## src/rtl/perceptron_comm_ctrl_if.sv

```systemverilog
// UART-side byte interface of the perceptron packet controller.
// master = the UART core, slave = the protocol controller.
interface perceptron_comm_ctrl_if;
  logic       uart_new_value;
  logic [7:0] uart_recvd_data;
  logic       uart_error;
  logic       uart_tx_busy;
  logic       uart_clear;
  logic       uart_start_transmit;
  logic [7:0] uart_data_to_send;

  modport master (
    output uart_new_value, uart_recvd_data, uart_error, uart_tx_busy,
    input  uart_clear, uart_start_transmit, uart_data_to_send
  );

  modport slave (
    input  uart_new_value, uart_recvd_data, uart_error, uart_tx_busy,
    output uart_clear, uart_start_transmit, uart_data_to_send
  );
endinterface

```

## src/rtl/perceptron_comm_ctrl.sv

```systemverilog
// Packet responder between the byte UART and the perceptron: decodes opcodes,
// latches weight/input pairs atomically and serialises response packets.
module perceptron_comm_ctrl #(
  parameter int unsigned fp_integer_width = 4,
  parameter int unsigned fp_fract_width   = 4,
  parameter int unsigned timeout_cycles   = 1200000
) (
  input  logic                                        clk,
  input  logic                                        rst_n,
  perceptron_comm_ctrl_if.slave                       uart,
  output logic [fp_integer_width+fp_fract_width-1:0] weight1,
  output logic [fp_integer_width+fp_fract_width-1:0] weight2,
  output logic [fp_integer_width+fp_fract_width-1:0] input1,
  output logic [fp_integer_width+fp_fract_width-1:0] input2,
  output logic                                        weights_wr,
  output logic                                        inputs_wr,
  input  logic                                        result
);
  localparam int W  = fp_integer_width + fp_fract_width;
  localparam int TW = $clog2(timeout_cycles + 1);

  localparam logic [7:0] OP_READ      = 8'd5;
  localparam logic [7:0] OP_WR_WEIGHT = 8'd50;
  localparam logic [7:0] OP_WR_INPUT  = 8'd51;
  localparam logic [7:0] RSP_READ     = 8'd100;
  localparam logic [7:0] RSP_ACK      = 8'd101;
  localparam logic [7:0] RSP_NAK      = 8'd102;

  typedef enum logic [2:0] {
    IDLE, RX_PAYLOAD, COMMIT, TX_LOAD, TX_WAIT_BUSY, TX_WAIT_IDLE
  } state_t;

  state_t        state_q, state_d;
  logic          new_prev_q;
  logic          clear_q, clear_d;
  logic          start_q, start_d;
  logic [7:0]    data_q, data_d;
  logic [W-1:0]  w1_q, w1_d, w2_q, w2_d, i1_q, i1_d, i2_q, i2_d;
  logic          wwr_q, wwr_d, iwr_q, iwr_d;
  logic          sel_inputs_q, sel_inputs_d;
  logic [1:0]    rx_idx_q, rx_idx_d;
  logic [7:0]    shadow_q [4];
  logic [7:0]    shadow_d [4];
  logic [TW-1:0] timer_q, timer_d;
  logic [7:0]    tx_buf_q [7];
  logic [7:0]    tx_buf_d [7];
  logic [2:0]    tx_idx_q, tx_idx_d;
  logic [2:0]    tx_len_q, tx_len_d;

  logic          capture;
  logic [15:0]   w1_ext, w2_ext;
  logic [W-1:0]  rx_word_a, rx_word_b;

  assign capture   = uart.uart_new_value & ~new_prev_q;
  assign w1_ext    = 16'(w1_q);
  assign w2_ext    = 16'(w2_q);
  assign rx_word_a = W'({shadow_q[0], shadow_q[1]});
  assign rx_word_b = W'({shadow_q[2], shadow_q[3]});

  always_comb begin
    state_d      = state_q;
    clear_d      = capture;
    start_d      = start_q;
    data_d       = data_q;
    w1_d         = w1_q;
    w2_d         = w2_q;
    i1_d         = i1_q;
    i2_d         = i2_q;
    wwr_d        = 1'b0;
    iwr_d        = 1'b0;
    sel_inputs_d = sel_inputs_q;
    rx_idx_d     = rx_idx_q;
    shadow_d     = shadow_q;
    timer_d      = timer_q;
    tx_buf_d     = tx_buf_q;
    tx_idx_d     = tx_idx_q;
    tx_len_d     = tx_len_q;

    unique case (state_q)
      IDLE: begin
        // A byte flagged with a framing error is dropped without reply.
        if (capture && !uart.uart_error) begin
          tx_idx_d = 3'd0;
          if (uart.uart_recvd_data == OP_READ) begin
            tx_buf_d[0] = RSP_READ;
            tx_buf_d[1] = w1_ext[15:8];
            tx_buf_d[2] = w1_ext[7:0];
            tx_buf_d[3] = w2_ext[15:8];
            tx_buf_d[4] = w2_ext[7:0];
            tx_buf_d[5] = 8'h00;
            tx_buf_d[6] = {7'b0, result};
            tx_len_d    = 3'd7;
            state_d     = TX_LOAD;
          end else if (uart.uart_recvd_data == OP_WR_WEIGHT ||
                       uart.uart_recvd_data == OP_WR_INPUT) begin
            sel_inputs_d = (uart.uart_recvd_data == OP_WR_INPUT);
            rx_idx_d     = 2'd0;
            timer_d      = '0;
            state_d      = RX_PAYLOAD;
          end else begin
            tx_buf_d[0] = RSP_NAK;
            tx_len_d    = 3'd1;
            state_d     = TX_LOAD;
          end
        end
      end
      RX_PAYLOAD: begin
        if (uart.uart_error || (!capture && timer_q == TW'(timeout_cycles))) begin
          tx_buf_d[0] = RSP_NAK;
          tx_len_d    = 3'd1;
          tx_idx_d    = 3'd0;
          timer_d     = '0;
          state_d     = TX_LOAD;
        end else if (capture) begin
          shadow_d[rx_idx_q] = uart.uart_recvd_data;
          timer_d            = '0;
          rx_idx_d           = rx_idx_q + 2'd1;
          if (rx_idx_q == 2'd3) state_d = COMMIT;
        end else begin
          timer_d = timer_q + TW'(1);
        end
      end
      COMMIT: begin
        // Both halves of the pair land in the same cycle as the strobe.
        if (sel_inputs_q) begin
          i1_d  = rx_word_a;
          i2_d  = rx_word_b;
          iwr_d = 1'b1;
        end else begin
          w1_d  = rx_word_a;
          w2_d  = rx_word_b;
          wwr_d = 1'b1;
        end
        tx_buf_d[0] = RSP_ACK;
        tx_len_d    = 3'd1;
        tx_idx_d    = 3'd0;
        state_d     = TX_LOAD;
      end
      TX_LOAD: begin
        data_d  = tx_buf_q[tx_idx_q];
        start_d = 1'b1;
        state_d = TX_WAIT_BUSY;
      end
      TX_WAIT_BUSY: begin
        if (uart.uart_tx_busy) begin
          start_d = 1'b0;
          state_d = TX_WAIT_IDLE;
        end
      end
      TX_WAIT_IDLE: begin
        if (!uart.uart_tx_busy) begin
          if (tx_idx_q == tx_len_q - 3'd1) begin
            state_d = IDLE;
          end else begin
            tx_idx_d = tx_idx_q + 3'd1;
            state_d  = TX_LOAD;
          end
        end
      end
      default: state_d = IDLE;
    endcase
  end

  always_ff @(posedge clk or negedge rst_n) begin
    if (!rst_n) begin
      state_q      <= IDLE;
      new_prev_q   <= 1'b0;
      clear_q      <= 1'b0;
      start_q      <= 1'b0;
      data_q       <= 8'h00;
      w1_q         <= '0;
      w2_q         <= '0;
      i1_q         <= '0;
      i2_q         <= '0;
      wwr_q        <= 1'b0;
      iwr_q        <= 1'b0;
      sel_inputs_q <= 1'b0;
      rx_idx_q     <= 2'd0;
      timer_q      <= '0;
      tx_idx_q     <= 3'd0;
      tx_len_q     <= 3'd0;
      for (int i = 0; i < 4; i++) shadow_q[i] <= 8'h00;
      for (int i = 0; i < 7; i++) tx_buf_q[i] <= 8'h00;
    end else begin
      state_q      <= state_d;
      new_prev_q   <= uart.uart_new_value;
      clear_q      <= clear_d;
      start_q      <= start_d;
      data_q       <= data_d;
      w1_q         <= w1_d;
      w2_q         <= w2_d;
      i1_q         <= i1_d;
      i2_q         <= i2_d;
      wwr_q        <= wwr_d;
      iwr_q        <= iwr_d;
      sel_inputs_q <= sel_inputs_d;
      rx_idx_q     <= rx_idx_d;
      timer_q      <= timer_d;
      tx_idx_q     <= tx_idx_d;
      tx_len_q     <= tx_len_d;
      shadow_q     <= shadow_d;
      tx_buf_q     <= tx_buf_d;
    end
  end

  assign uart.uart_clear          = clear_q;
  assign uart.uart_start_transmit = start_q;
  assign uart.uart_data_to_send   = data_q;
  assign weight1    = w1_q;
  assign weight2    = w2_q;
  assign input1     = i1_q;
  assign input2     = i2_q;
  assign weights_wr = wwr_q;
  assign inputs_wr  = iwr_q;
endmodule
```

## src/flat_wrapper.sv

```systemverilog
// flat-port wrapper written by rule: the top's interface ports become plain ports
module perceptron_comm_ctrl_flat 
#(
  parameter int unsigned fp_integer_width = 4,
  parameter int unsigned fp_fract_width   = 4,
  parameter int unsigned timeout_cycles   = 1200000
)
  (clk, rst_n, weight1, weight2, input1, input2, weights_wr, inputs_wr, result, uart_uart_new_value, uart_uart_recvd_data, uart_uart_error, uart_uart_tx_busy, uart_uart_clear, uart_uart_start_transmit, uart_uart_data_to_send);
  perceptron_comm_ctrl_if uart_i ();
  input  logic clk;
  input  logic rst_n;
  output logic [fp_integer_width+fp_fract_width-1:0] weight1;
  output logic [fp_integer_width+fp_fract_width-1:0] weight2;
  output logic [fp_integer_width+fp_fract_width-1:0] input1;
  output logic [fp_integer_width+fp_fract_width-1:0] input2;
  output logic weights_wr;
  output logic inputs_wr;
  input  logic result;
  input wire logic [$bits(uart_i.uart_new_value)-1:0] uart_uart_new_value;
  input wire logic [$bits(uart_i.uart_recvd_data)-1:0] uart_uart_recvd_data;
  input wire logic [$bits(uart_i.uart_error)-1:0] uart_uart_error;
  input wire logic [$bits(uart_i.uart_tx_busy)-1:0] uart_uart_tx_busy;
  output wire logic [$bits(uart_i.uart_clear)-1:0] uart_uart_clear;
  output wire logic [$bits(uart_i.uart_start_transmit)-1:0] uart_uart_start_transmit;
  output wire logic [$bits(uart_i.uart_data_to_send)-1:0] uart_uart_data_to_send;
  assign uart_i.uart_new_value = uart_uart_new_value;
  assign uart_i.uart_recvd_data = uart_uart_recvd_data;
  assign uart_i.uart_error = uart_uart_error;
  assign uart_i.uart_tx_busy = uart_uart_tx_busy;
  assign uart_uart_clear = uart_i.uart_clear;
  assign uart_uart_start_transmit = uart_i.uart_start_transmit;
  assign uart_uart_data_to_send = uart_i.uart_data_to_send;
  perceptron_comm_ctrl #(.fp_integer_width(fp_integer_width), .fp_fract_width(fp_fract_width), .timeout_cycles(timeout_cycles)) u_core (.clk(clk), .rst_n(rst_n), .uart(uart_i), .weight1(weight1), .weight2(weight2), .input1(input1), .input2(input2), .weights_wr(weights_wr), .inputs_wr(inputs_wr), .result(result));
endmodule
```

## config.mk

```make
export PLATFORM = sky130hd
export DESIGN_NAME = perceptron_comm_ctrl_flat
export DESIGN_NICKNAME = d
export VERILOG_FILES = /design/src/rtl/perceptron_comm_ctrl_if.sv /design/src/rtl/perceptron_comm_ctrl.sv /design/src/flat_wrapper.sv
export SDC_FILE = /design/constraint.sdc
export NUM_CORES = 1
export LEC_CHECK = 0
export CORE_AREA = 2 2 100 102
export DETAILED_ROUTE_END_ITERATION = 10
export DIE_AREA = 0 0 102 104
export HOLD_SLACK_MARGIN = 0.05
export PLACE_DENSITY = 0.73
export SLEW_MARGIN = 20
export SYNTH_ARGS = -nofsm -noshare
export SYNTH_HDL_FRONTEND = slang
export SYNTH_SLANG_ARGS = --single-unit
export TNS_END_PERCENT = 10
```

## constraint.sdc

```tcl
create_clock -name clk -period 2.9 [get_ports clk]
set_input_delay 0.29 -clock clk [delete_from_list [all_inputs] [get_ports clk]]
set_output_delay 0.29 -clock clk [all_outputs]
set_load 0.02 [all_outputs]
```

==> impl_metrics.csv <==
group,metric,value,unit
status,run_status,"complete, no violations",
setup_path,start_kind,"flip-flop",
global_route,grt_pass1_wl,19.26,mm
power,p_per_area,870.0,nW/um2
synth,synth_top_area_cell,"dfrtp_1",
setup_path,crit_required,3.29,ns
synth,synthDistinctLibCells,54,
setup_path,max_stage_delay,0.45,ns
floorplan,die_y,104,um
clock_network,cts_sinks,113,
setup_path,worst-setup-path-type,"flip-flop to flip-flop",
global_route,grt_pass1_vias,3735,
drt,routed_wl,11.43,mm
synth,synth_nets,434,
timing,min_period,2.133,ns
timing,hold_viol_final,0,
synth,synth-xor-area-share,0.03741,
placed_design,pre_cts_slack,0.5973,ns
clock_network,cts_made_buffers,17,
setup_path,critPathArrivalTime,2.52,ns
timing,fmax,468.8,MHz
placed_design,portBuffers,57,
clock_network,clkTransAtPathRegs,0.06,ns
synth,synth_top_area_frac,0.5489,
power,leakage,0.002924,uW
synth,synth.mux.area_fraction,0.1547,
floorplan,pin_count,58,
cells_and_area,regArea,2828,um2
cells_and_area,area.growth.synth_to_final,24.68,%
setup_path,slowest_stage,"a21oi_4",
clock_network,clock-root-buffer,"clkbuf_8",
synth,synth_area_leaders,"dfrtp_1 55%, mux2_2 15%, nor2_1 2.3%, a22o_1 2.2%, xnor2_1 1.9%",
synth,synth_top_family_by_area,"multiplexers",
placed_design,place.gp.congestion,0.8861,
floorplan,initial_core_util,0.5394,
timing,tightest_slew,0.6744,ns
power,p_total,5588,uW
synth,synth.yosys.seq_area_share,0.5489,
timing,setup_violations,0,
global_route,gr-usage-all-layers,0.2370,
synth,synth-simple-area-share,0.1273,
synth,ys.flop_type,"dfrtp_1",
power,ir_drop,0.0003860,V
drt,drt_first_pass_iters,5,
floorplan,core,9549,um2
cells_and_area,fillers,703,
drt,drtIter0Drc,169,
timing,fin_crit_sh,0.7356,
timing,drv_slew,0,
synth,syn_inst,414,
timing,skew,0.008547,ns
drt,num_vias,3547,
synth,avgSynthCellArea,12.44,um2
clock_network,h-tree-depth,4,
timing,fin_tns_setup,0,ns
drt,wire_per_inst,18.29,um
synth,synth_compound_area_frac,0.08744,
clock_network,max-clock-path-buffers,2,
drt,antenna_left,0,
synth,yosys_warnings,0,
run,cap_violations,0,
global_route,grt_max_degree,75,
floorplan,die-area,10610,um2
clock_network,cts.repair.resized,0,
cells_and_area,drive_gt1_frac,0.2439,
timing,relSlewSlack,0.5504,
clock_network,postCtsHoldBufs,1,
clock_network,clock_latency,0.53,ns
synth,synth_edf_count,0,
setup_path,cp-startpoint,"u_core.timer_q[0]",
synth,synthesis.area,5151,um2
synth,async_reset_ff_frac,1.000,
setup_path,path_cells,"inv_1, ha_1, and4b_1, nand4_1, o21a_2, a21oi_4, nor2_1",
setup_path,path_delay_family,"compound AO/OA/AOI/OAI gates",
drt,drc,0,
cells_and_area,diodes,0,
setup_path,path_buf_inv,1,
drt,vias_per_cell,5.675,
setup_path,crit_fanout,18,
timing,rsz0062_at_grt,"false",
synth,ys_ff_latch,113,
global_route,overflow,0,
cells_and_area,nets,499,
clock_network,post-cts-setup-buffers,0,
min_path,min_path_type,"input port to async pin",
floorplan,num_rows,36,
global_route,antenna_found_initial,0,
cells_and_area,multi_input_area,2171,um2
synth,synth_adder_area_share,0.01457,
placed_design,place_hpwl,7.847,mm
timing,setup_slack,0.7667,ns
floorplan,die_w,102,um
setup_path,end_kind,"flip-flop",
clock_network,cts_tree,"done",
setup_path,r2r_start,"u_core.timer_q[0]",
==> registers in the layout, summed over array words and instances (netlist names), 8 cells and up <==
register / cells
u_core.timer_q: 21
u_core.tx_buf_q: 20
u_core.input1: 8
u_core.input2: 8
u_core.rx_word_a: 8
u_core.rx_word_b: 8
u_core.uart.uart_data_to_send: 8
u_core.weight1: 8
u_core.weight2: 8
==> cells in the mapped netlist (3+ instances only) <==
| library cell | count |
|---|---|
| nand3_1 | 9 |
| a211oi_1 | 3 |
| nor2_1 | 32 |
| o21ai_0 | 16 |
| dfrtp_1 | 113 |
| a21o_1 | 3 |
| nand2_1 | 18 |
| xor2_1 | 11 |
| and3_1 | 5 |
| clkbuf_1 | 5 |
| nor3_1 | 5 |
| inv_1 | 12 |
| mux2_2 | 67 |
| nand2_2 | 3 |
| nand2b_1 | 3 |
| xnor2_1 | 11 |
| and4_1 | 5 |
| o31ai_1 | 3 |
| buf_2 | 5 |
| ha_1 | 6 |
| nand4_1 | 13 |
| buf_6 | 4 |
| a22o_1 | 13 |
| a21oi_1 | 8 |
| a31oi_1 | 3 |
==> through the flow <==
step	hold WS [ns]	utilization	cell area, um2	std cells
after floorplan	-0.005591	-	5151	414
after CTS	0.2766	0.6726	6422	625
after detailed placement	0.2994	0.6099	5824	592
after global placement	0.2976	0.6099	5824	592
final	0.2818	0.6726	6422	625
after global routing	0.2955	0.6726	6422	625
==> placed cells by master (no fill, tap or decap), types with 4 or more instances in the layout <==
cell and n:
nor2_1 32, clkbuf_8 4, and3_1 5, buf_4 4, a21oi_1 8, xnor2_1 11, a22o_1 13, o21ai_0 16
mux2_2 67, xor2_1 11, dfrtp_1 113, nor3_1 5, and4_1 5, nand4_1 13, nand2_1 18, ha_1 6
inv_1 12, clkdlybuf4s50_1 56, nand3_1 9, clkbuf_16 16
==> worst register-to-register path: cells and delay by family (launching register included) <==
kind / cells / cell delay (ns)
AOI/OAI and AO/OA: 2 / 0.78
adders and majority gates: 1 / 0.19
buffers and inverters: 1 / 0.11
DFF: 1 / 0.41
and+or+nand+nor: 3 / 0.51
==> report_power, final <==
part	leakage, uW	internal, uW	switching (uW)	total [uW]
sequential	0.00153	1850	305	2150
combinational	0.00111	662	740	1400
clock	0.000283	1290	741	2030
==> worst paths after layout <==
path                                                     to  slack, ns  cells past startpoint
max in group asynchronous                u_core.timer_q[20]       1.86                      3
max reg2reg                              u_core.timer_q[18]       0.77                      7
min reg2reg                             u_core.tx_buf_q[54]       0.49                      1
min                        u_core.uart.uart_data_to_send[1]       0.28                      2
min in group clk                          u_core.new_prev_q       0.30                      1
max                                      u_core.timer_q[18]       0.77                      7
==> kinds of logic after synthesis <==
logic type / count (synthesis)
xor+xnor: 22
simple gates: 113
buf+inv: 29
compound gates: 61
mux: 70
fa+ha+maj: 6
flops: 113
==> final cells by class <==
type / instances / area share
clock inverter: 12 / 0.02065
multi-input combinational: 272 / 0.3380
timing repair buffer: 62 / 0.09663
clock buffer: 20 / 0.07091
tap: 133 / 0.02591
inverter: 13 / 0.007598
sequential: 113 / 0.4403
==> layer usage <==
| layer | GRT usage | up-vias | wire, um |
|---|---|---|---|
| met5 | 0 | - | 0 |
| met4 | 0.1000 | 0 | 299 |
| met3 | 0.06183 | 29 | 532 |
| met2 | 0.3548 | 101 | 5456 |
| met1 | 0.3272 | 1779 | 5144 |
| li1 | - | 1638 | - |
Power figures use the tool's default switching activity.
